==> src/rtl/multi_queue_fifo_pkg.sv <==
// Shared width derivations for the multi-queue FIFO and its per-queue controller.
package multi_queue_fifo_pkg;

  // Width of the saturating rejected-write counter.
  localparam int DROP_CNT_W = 32;

  // Queue-id width; a single queue still needs a one-bit id port.
  function automatic int qid_width(input int num_queues);
    return (num_queues > 1) ? $clog2(num_queues) : 1;
  endfunction

  // Occupancy width: must represent 0..depth inclusive.
  function automatic int cnt_width(input int depth);
    return $clog2(depth + 1);
  endfunction

  // Head/tail pointer width; pointers wrap naturally at depth (a power of two).
  function automatic int ptr_width(input int depth);
    return $clog2(depth);
  endfunction

endpackage

==> src/rtl/mq_fifo_ctrl.sv <==
// Head/tail/occupancy bookkeeping for one queue of the multi-queue FIFO.
// The occupancy count is the only source of full/empty; pointers just wrap.
module mq_fifo_ctrl
  import multi_queue_fifo_pkg::*;
#(
  parameter int DEPTH       = 16,
  parameter int AFULL_LEVEL = DEPTH - 2,
  localparam int PW = ptr_width(DEPTH),
  localparam int CW = cnt_width(DEPTH)
) (
  input  logic          clk,
  input  logic          rst,
  input  logic          wr_en_i,   // accepted write to this queue
  input  logic          rd_en_i,   // accepted read from this queue
  output logic [PW-1:0] head_o,
  output logic [PW-1:0] tail_o,
  output logic [CW-1:0] count_o,
  output logic          empty_o,
  output logic          full_o,
  output logic          afull_o
);

  logic [PW-1:0] head_q, head_d;
  logic [PW-1:0] tail_q, tail_d;
  logic [CW-1:0] count_q, count_d;

  // Next-state: advance pointers on accepted ops; count moves only when exactly one op happens.
  always_comb begin
    // NOTE: every variable gets a default first so no path leaves it unassigned (no latch).
    head_d  = head_q;
    tail_d  = tail_q;
    count_d = count_q;
    if (wr_en_i) tail_d = tail_q + 1'b1;
    if (rd_en_i) head_d = head_q + 1'b1;
    case ({wr_en_i, rd_en_i})
      2'b10:   count_d = count_q + 1'b1;
      2'b01:   count_d = count_q - 1'b1;
      default: count_d = count_q;
    endcase
  end

  // State registers with synchronous reset.
  always_ff @(posedge clk) begin
    // NOTE: sequential state uses non-blocking assignments so all registers update together.
    if (rst) begin
      head_q  <= '0;
      tail_q  <= '0;
      count_q <= '0;
    end else begin
      head_q  <= head_d;
      tail_q  <= tail_d;
      count_q <= count_d;
    end
  end

  assign head_o  = head_q;
  assign tail_o  = tail_q;
  assign count_o = count_q;
  assign empty_o = (count_q == '0);
  assign full_o  = (count_q == CW'(DEPTH));
  assign afull_o = (count_q >= CW'(AFULL_LEVEL));

endmodule

==> src/rtl/multi_queue_fifo.sv <==
// NUM_QUEUES independent FIFOs sharing one flat storage array addressed {qid, ptr}.
// Full/empty decisions use pre-edge occupancy, so there is no write-to-read bypass.
module multi_queue_fifo
  import multi_queue_fifo_pkg::*;
#(
  parameter int DATA_WIDTH  = 8,
  parameter int NUM_QUEUES  = 4,
  parameter int DEPTH       = 16,
  parameter int AFULL_LEVEL = DEPTH - 2,
  localparam int QW = qid_width(NUM_QUEUES),
  localparam int CW = cnt_width(DEPTH)
) (
  input  logic                     clk,
  input  logic                     rst,
  input  logic                     wr_valid,
  input  logic [QW-1:0]            wr_qid,
  input  logic [DATA_WIDTH-1:0]    wr_data,
  output logic                     wr_ready,
  input  logic                     rd_req,
  input  logic [QW-1:0]            rd_qid,
  output logic                     rd_valid,
  output logic [DATA_WIDTH-1:0]    rd_data,
  output logic                     rd_err,
  output logic [NUM_QUEUES-1:0]    q_empty,
  output logic [NUM_QUEUES-1:0]    q_full,
  output logic [NUM_QUEUES-1:0]    q_afull,
  output logic [NUM_QUEUES*CW-1:0] q_count,
  output logic [DROP_CNT_W-1:0]    drop_cnt
);

  localparam int PW = ptr_width(DEPTH);
  localparam int AW = QW + PW;

  logic [NUM_QUEUES-1:0] wr_en, rd_en;
  logic [PW-1:0]         head [NUM_QUEUES];
  logic [PW-1:0]         tail [NUM_QUEUES];
  logic                  wr_sel_full, rd_sel_empty;
  logic [PW-1:0]         wr_ptr, rd_ptr;
  logic                  wr_acc, rd_acc;

  logic [DATA_WIDTH-1:0] mem [NUM_QUEUES*DEPTH];
  logic                  rd_valid_q, rd_err_q;
  logic [DATA_WIDTH-1:0] rd_data_q;
  logic [DROP_CNT_W-1:0] drop_cnt_q, drop_cnt_d;

  // Select status and pointer of the addressed queues; an out-of-range id matches
  // nothing and so reads as full (for writes) and empty (for reads).
  always_comb begin
    wr_sel_full  = 1'b1;
    rd_sel_empty = 1'b1;
    wr_ptr       = '0;
    rd_ptr       = '0;
    for (int i = 0; i < NUM_QUEUES; i++) begin
      if (wr_qid == QW'(i)) begin
        wr_sel_full = q_full[i];
        wr_ptr      = tail[i];
      end
      if (rd_qid == QW'(i)) begin
        rd_sel_empty = q_empty[i];
        rd_ptr       = head[i];
      end
    end
  end

  assign wr_ready = !wr_sel_full;
  assign wr_acc   = wr_valid && wr_ready && !rst;
  assign rd_acc   = rd_req && !rd_sel_empty && !rst;

  for (genvar g = 0; g < NUM_QUEUES; g++) begin : g_queue
    assign wr_en[g] = wr_acc && (wr_qid == QW'(g));
    assign rd_en[g] = rd_acc && (rd_qid == QW'(g));

    mq_fifo_ctrl #(
      .DEPTH       (DEPTH),
      .AFULL_LEVEL (AFULL_LEVEL)
    ) u_ctrl (
      .clk     (clk),
      .rst     (rst),
      .wr_en_i (wr_en[g]),
      .rd_en_i (rd_en[g]),
      .head_o  (head[g]),
      .tail_o  (tail[g]),
      .count_o (q_count[g*CW +: CW]),
      .empty_o (q_empty[g]),
      .full_o  (q_full[g]),
      .afull_o (q_afull[g])
    );
  end

  // Storage write port.
  always_ff @(posedge clk) begin
    // NOTE: the storage array has no reset; occupancy counts alone say what is valid.
    if (wr_acc) mem[AW'({wr_qid, wr_ptr})] <= wr_data;
  end

  // Registered read port with valid/error strobes; rd_data holds between reads.
  always_ff @(posedge clk) begin
    if (rst) begin
      rd_valid_q <= 1'b0;
      rd_err_q   <= 1'b0;
      rd_data_q  <= '0;
    end else begin
      rd_valid_q <= rd_acc;
      rd_err_q   <= rd_req && !rd_acc;
      if (rd_acc) rd_data_q <= mem[AW'({rd_qid, rd_ptr})];
    end
  end

  // Saturating count of rejected writes.
  always_comb begin
    drop_cnt_d = drop_cnt_q;
    if (wr_valid && !wr_ready && (drop_cnt_q != '1)) drop_cnt_d = drop_cnt_q + 1'b1;
  end

  // Drop counter register; requests in a reset cycle are not counted.
  always_ff @(posedge clk) begin
    if (rst) drop_cnt_q <= '0;
    else     drop_cnt_q <= drop_cnt_d;
  end

  assign rd_valid = rd_valid_q;
  assign rd_err   = rd_err_q;
  assign rd_data  = rd_data_q;
  assign drop_cnt = drop_cnt_q;

endmodule

==> config.mk <==
export PLATFORM = sky130hd
export DESIGN_NAME = multi_queue_fifo
export DESIGN_NICKNAME = d
export VERILOG_FILES = /design/src/rtl/multi_queue_fifo_pkg.sv /design/src/rtl/mq_fifo_ctrl.sv /design/src/rtl/multi_queue_fifo.sv
export SDC_FILE = /design/constraint.sdc
export NUM_CORES = 1
export LEC_CHECK = 0
export CAP_MARGIN = 20
export CORE_MARGIN = 2
export CORE_UTILIZATION = 25
export CTS_BUF_LIST = sky130_fd_sc_hd__clkbuf_8
export CTS_CLUSTER_DIAMETER = 30
export DETAILED_ROUTE_END_ITERATION = 16
export HOLD_SLACK_MARGIN = 0.1
export PLACE_DENSITY = 0.41
export SYNTH_ARGS = -nofsm -noshare
export SYNTH_HDL_FRONTEND = slang
export SYNTH_HIERARCHICAL = 1
export SYNTH_SLANG_ARGS = --single-unit
==> constraint.sdc <==
create_clock -name clk -period 11.7 [get_ports clk]
set_input_delay 1.17 -clock clk [delete_from_list [all_inputs] [get_ports clk]]
set_output_delay 1.17 -clock clk [all_outputs]
set_load 0.01 [all_outputs]
==> flow_summary.json <==
{
  "grt-ovfl-total": 0,
  "initial_core_util_pct": 25.3,
  "peakVddDrop_uv": 105,
  "finalInstanceArea_sq_um": 30500,
  "rows": 116,
  "cp.arrival_ps": 5690,
  "seq_area_frac_synth_pct": 67.9,
  "dp_hpwl_microns": 46300,
  "ctsHtreeMaxLevel": 4,
  "rsz0062_at_grt": "false",
  "max_freq_mhz": 199,
  "synth_nets": 1811,
  "min_path_type": "reg2reg",
  "crit_slowest_cell": "clkdlybuf4s50_1",
  "r2r_end": "g_queue[1].u_ctrl/count_o[4]",
  "max_stage_delay_ps": 910,
  "insertion_delay_ps": 790,
  "synth_edf_count": 512,
  "worst_slew_pin_slew_ps": 1120,
  "cts-root-buf": "clkbuf_8",
  "ant_nets": 0,
  "p_sw_w": 0.00109,
  "die_area_sq_um": 104000,
  "drc": 0,
  "internal_power_w": 0.00386,
  "start_kind": "input port",
  "slew_viol_final": 0,
  "numCtsBuffers": 136,
  "drt-initial-drc-count": 1205,
  "dp_cells": 3139,
  "vias": 15791,
  "num_io_pins": 91,
  "synth_warnings": 6,
  "layout-drive-gt1-share_pct": 16.9,
  "combPwrFrac_pct": 2.0,
  "finalPower_w": 0.00495,
  "clockPowerShare_pct": 50.6,
  "period_share_pct": 43.0,
  "setup_tns_ps": 0,
  "routed_wl_microns": 74800,
  "mappedNetlistArea_sq_um": 25400,
  "postCtsHoldBufs": 0,
  "r2r_cells": 13,
  "r2r_slack_ps": 7330,
  "wire_per_inst_microns": 22.1,
  "firstDrtPassIters": 5,
  "syn_inst": 1770,
  "postPlaceCellArea_sq_um": 27600,
  "min_period_ps": 5030,
  "die_x_microns": 323,
  "endpoint": "rd_data[4]",
  "via_per_inst": 4.66,
  "required_ps": 12360,
  "port_buffers": 90,
  "crit_path_frequent_cell": "o211ai_1",
  "grt_use_total_pct": 14.4,
  "antenna_found_initial": 3,
  "core-area_sq_um": 100000,
  "critPathKind": "in2reg",
  "cts_setup_buffers": 0,
  "switching_share_pct": 22.0,
  "numClockSinks": 606,
  "p_leak_nw": 9.94,
  "worst_slack_ps": 6670,
  "crit_chain": "clkdlybuf4s50_1, mux4_4, buf_12, nand2b_1, nor2_1, a31oi_1, o211ai_1, o211ai_1, or3_1",
  "powerDensity_nw_per_um2": 162,
  "grt_pass1_wl_microns": 109000,
  "path_clk_slew_ps": 50,
  "drv_cap": 0,
  "synth_flop_cell": "edfxtp_1",
  "seqPwrFrac_pct": 47.5,
  "finalSetupViolCount": 0,
  "die_h_microns": 323,
  "clock_skew_ps": 38.4,
  "dp_slack_ps": 5900,
  "crit_fanout": 128,
  "startpoint": "rd_qid[1]",
  "ys_ff_latch": 606,
  "cts_resized": 0,
  "grt_pass1_vias": 15810,
  "async_flop_share_pct": 0,
  "grt_max_degree": 129,
  "max-slew-margin-rel_pct": 24.8,
  "place.gp.congestion": 0.789,
  "clock_path_buffers": 3,
  "area.growth.synth_to_final_pct": 20.0,
  "avgSynthCellArea_sq_um": 14.4,
  "final_nets": 1962,
  "status": "finished, final reports clean",
  "yosysUniqueCellTypes": 71,
  "cp-end-kind": "flop",
  "hold_violations": 0,
  "instances_no_fill": 3388,
  "cts_tree": "built",
  "worstReg2RegStart": "g_queue[0].u_ctrl/count_o[1]"
}
-- power groups by stage --
| stage | Combinational (W) | Clock (W) | Sequential [W] |
|---|---|---|---|
| detailed placement | 0.000101 | 0 | 0.00239 |
| finish | 0.0000982 | 0.00250 | 0.00235 |
| floorplan | 0.0000361 | 0 | 0.00239 |
| CTS | 0.000101 | 0.00258 | 0.00235 |
| global route | 0.000107 | 0.00267 | 0.00235 |
| global placement | 0.0000998 | 0 | 0.00239 |
-- kinds of logic after synthesis --
logic type / after synthesis / synth area share, %
buf+inv: 125 / 2.72
flops: 606 / 67.9
compound gates: 245 / 6.63
xor+xnor: 63 / 2.17
simple gates: 567 / 10.4
fa+ha+maj: 25 / 1.23
mux: 139 / 8.97
-- per-layer routing --
layer	track usage, %	up-vias	share of wire (%)
met1	19.5	8115	45
li1	-	7097	-
met3	2.95	120	5.3
met2	22.7	459	47
met5	0	-	0
met4	5.20	0	2.5
-- critical path, delay by kind of cell --
| family | cells | cell delay, ps |
|---|---|---|
| multiplexers | 1 | 870 |
| buffers and inverters | 2 | 1520 |
| AND/OR/NAND/NOR | 3 | 1420 |
| AO/OA/AOI/OAI | 3 | 510 |
-- through the flow --
| step | util (%) | hold slack, ps |
|---|---|---|
| after floorplan | - | 492 |
| after global placement | 27.4 | 485 |
| after detailed placement | 27.5 | 489 |
| after CTS | 30.4 | 498 |
| after global routing | 30.4 | 524 |
| final | 30.4 | 493 |
-- flip-flops by register name, indices dropped and copies added, names as in the netlist --
register and count:
mem 512, g_queue.u_ctrl/count_o 20, drop_cnt 32, rd_valid 1
g_queue.u_ctrl/tail_o 16, g_queue.u_ctrl/head_o 16, rd_err 1, rd_data 8
-- cells in the mapped netlist, types with 13 or more instances --
cell type  count  area (sq um)
a211oi_1      17           128
a21oi_1       44           220
a22oi_1       19           143
a31oi_1       39           244
buf_1         13          48.8
buf_2         21           105
buf_6         20           225
clkbuf_1      39           146
dfxtp_1       94          1880
edfxtp_1     512         15400
ha_1          25           313
inv_1         23          86.3
mux2_2        16           180
mux2i_1       52           521
mux4_2        60          1350
nand2_1      176           661
nand3_1       28           140
nand4_1       26           163
nor2_1       202           758
nor2b_1       19           119
nor3_1        29           145
o21ai_0       27           135
o22ai_1       18           113
xnor2_1       22           193
xor2_1        41           359
-- final cells by class --
class / count / area (sq um)
inverters: 23 / 86.3
multi-input cells: 1039 / 7470
flip-flops and latches: 606 / 17300
clock inverters: 95 / 825
repair buffers: 115 / 1070
well taps: 1357 / 1700
fillers: 10131 / 69900
diodes: 1 / 2.50
clock buffers: 152 / 2090
-- layout by cell type, fill, tap and decap left out, types with 11 or more instances in the layout --
cell type        netlist  layout
edfxtp_1             512     512
nor2_1               202     202
nand2_1              176     176
clkbuf_8               0     152
dfxtp_1               94      94
clkdlybuf4s50_1        0      81
mux4_2                60      60
inv_1                 23      54
mux2i_1               52      52
a21oi_1               44      44
xor2_1                41      41
a31oi_1               39      39
nor3_1                29      29
nand3_1               28      28
o21ai_0               27      27
nand4_1               26      26
ha_1                  25      25
buf_4                  7      23
xnor2_1               22      22
clkinv_2               0      20
nor2b_1               19      19
a22oi_1               19      19
o22ai_1               18      18
a211oi_1              17      17
mux2_2                16      16
clkinv_1               0      13
bufinv_16              0      13
nor3b_1               12      11
-- how the worst min path moves through the flow --
stage | cells after the start | slack (ps) | end | startpoint
2_1_floorplan | 2 | 490 | g_queue[0].u_ctrl/tail_o[3] | g_queue[0].u_ctrl/tail_o[3]
3_3_place_gp | 2 | 480 | drop_cnt[10] | drop_cnt[10]
3_5_place_dp | 2 | 490 | drop_cnt[10] | drop_cnt[10]
4_1_cts | 2 | 500 | drop_cnt[10] | drop_cnt[10]
5_1_grt | 2 | 520 | drop_cnt[10] | drop_cnt[10]
6_report | 2 | 490 | drop_cnt[10] | drop_cnt[10]
Power figures use the tool's default switching activity.
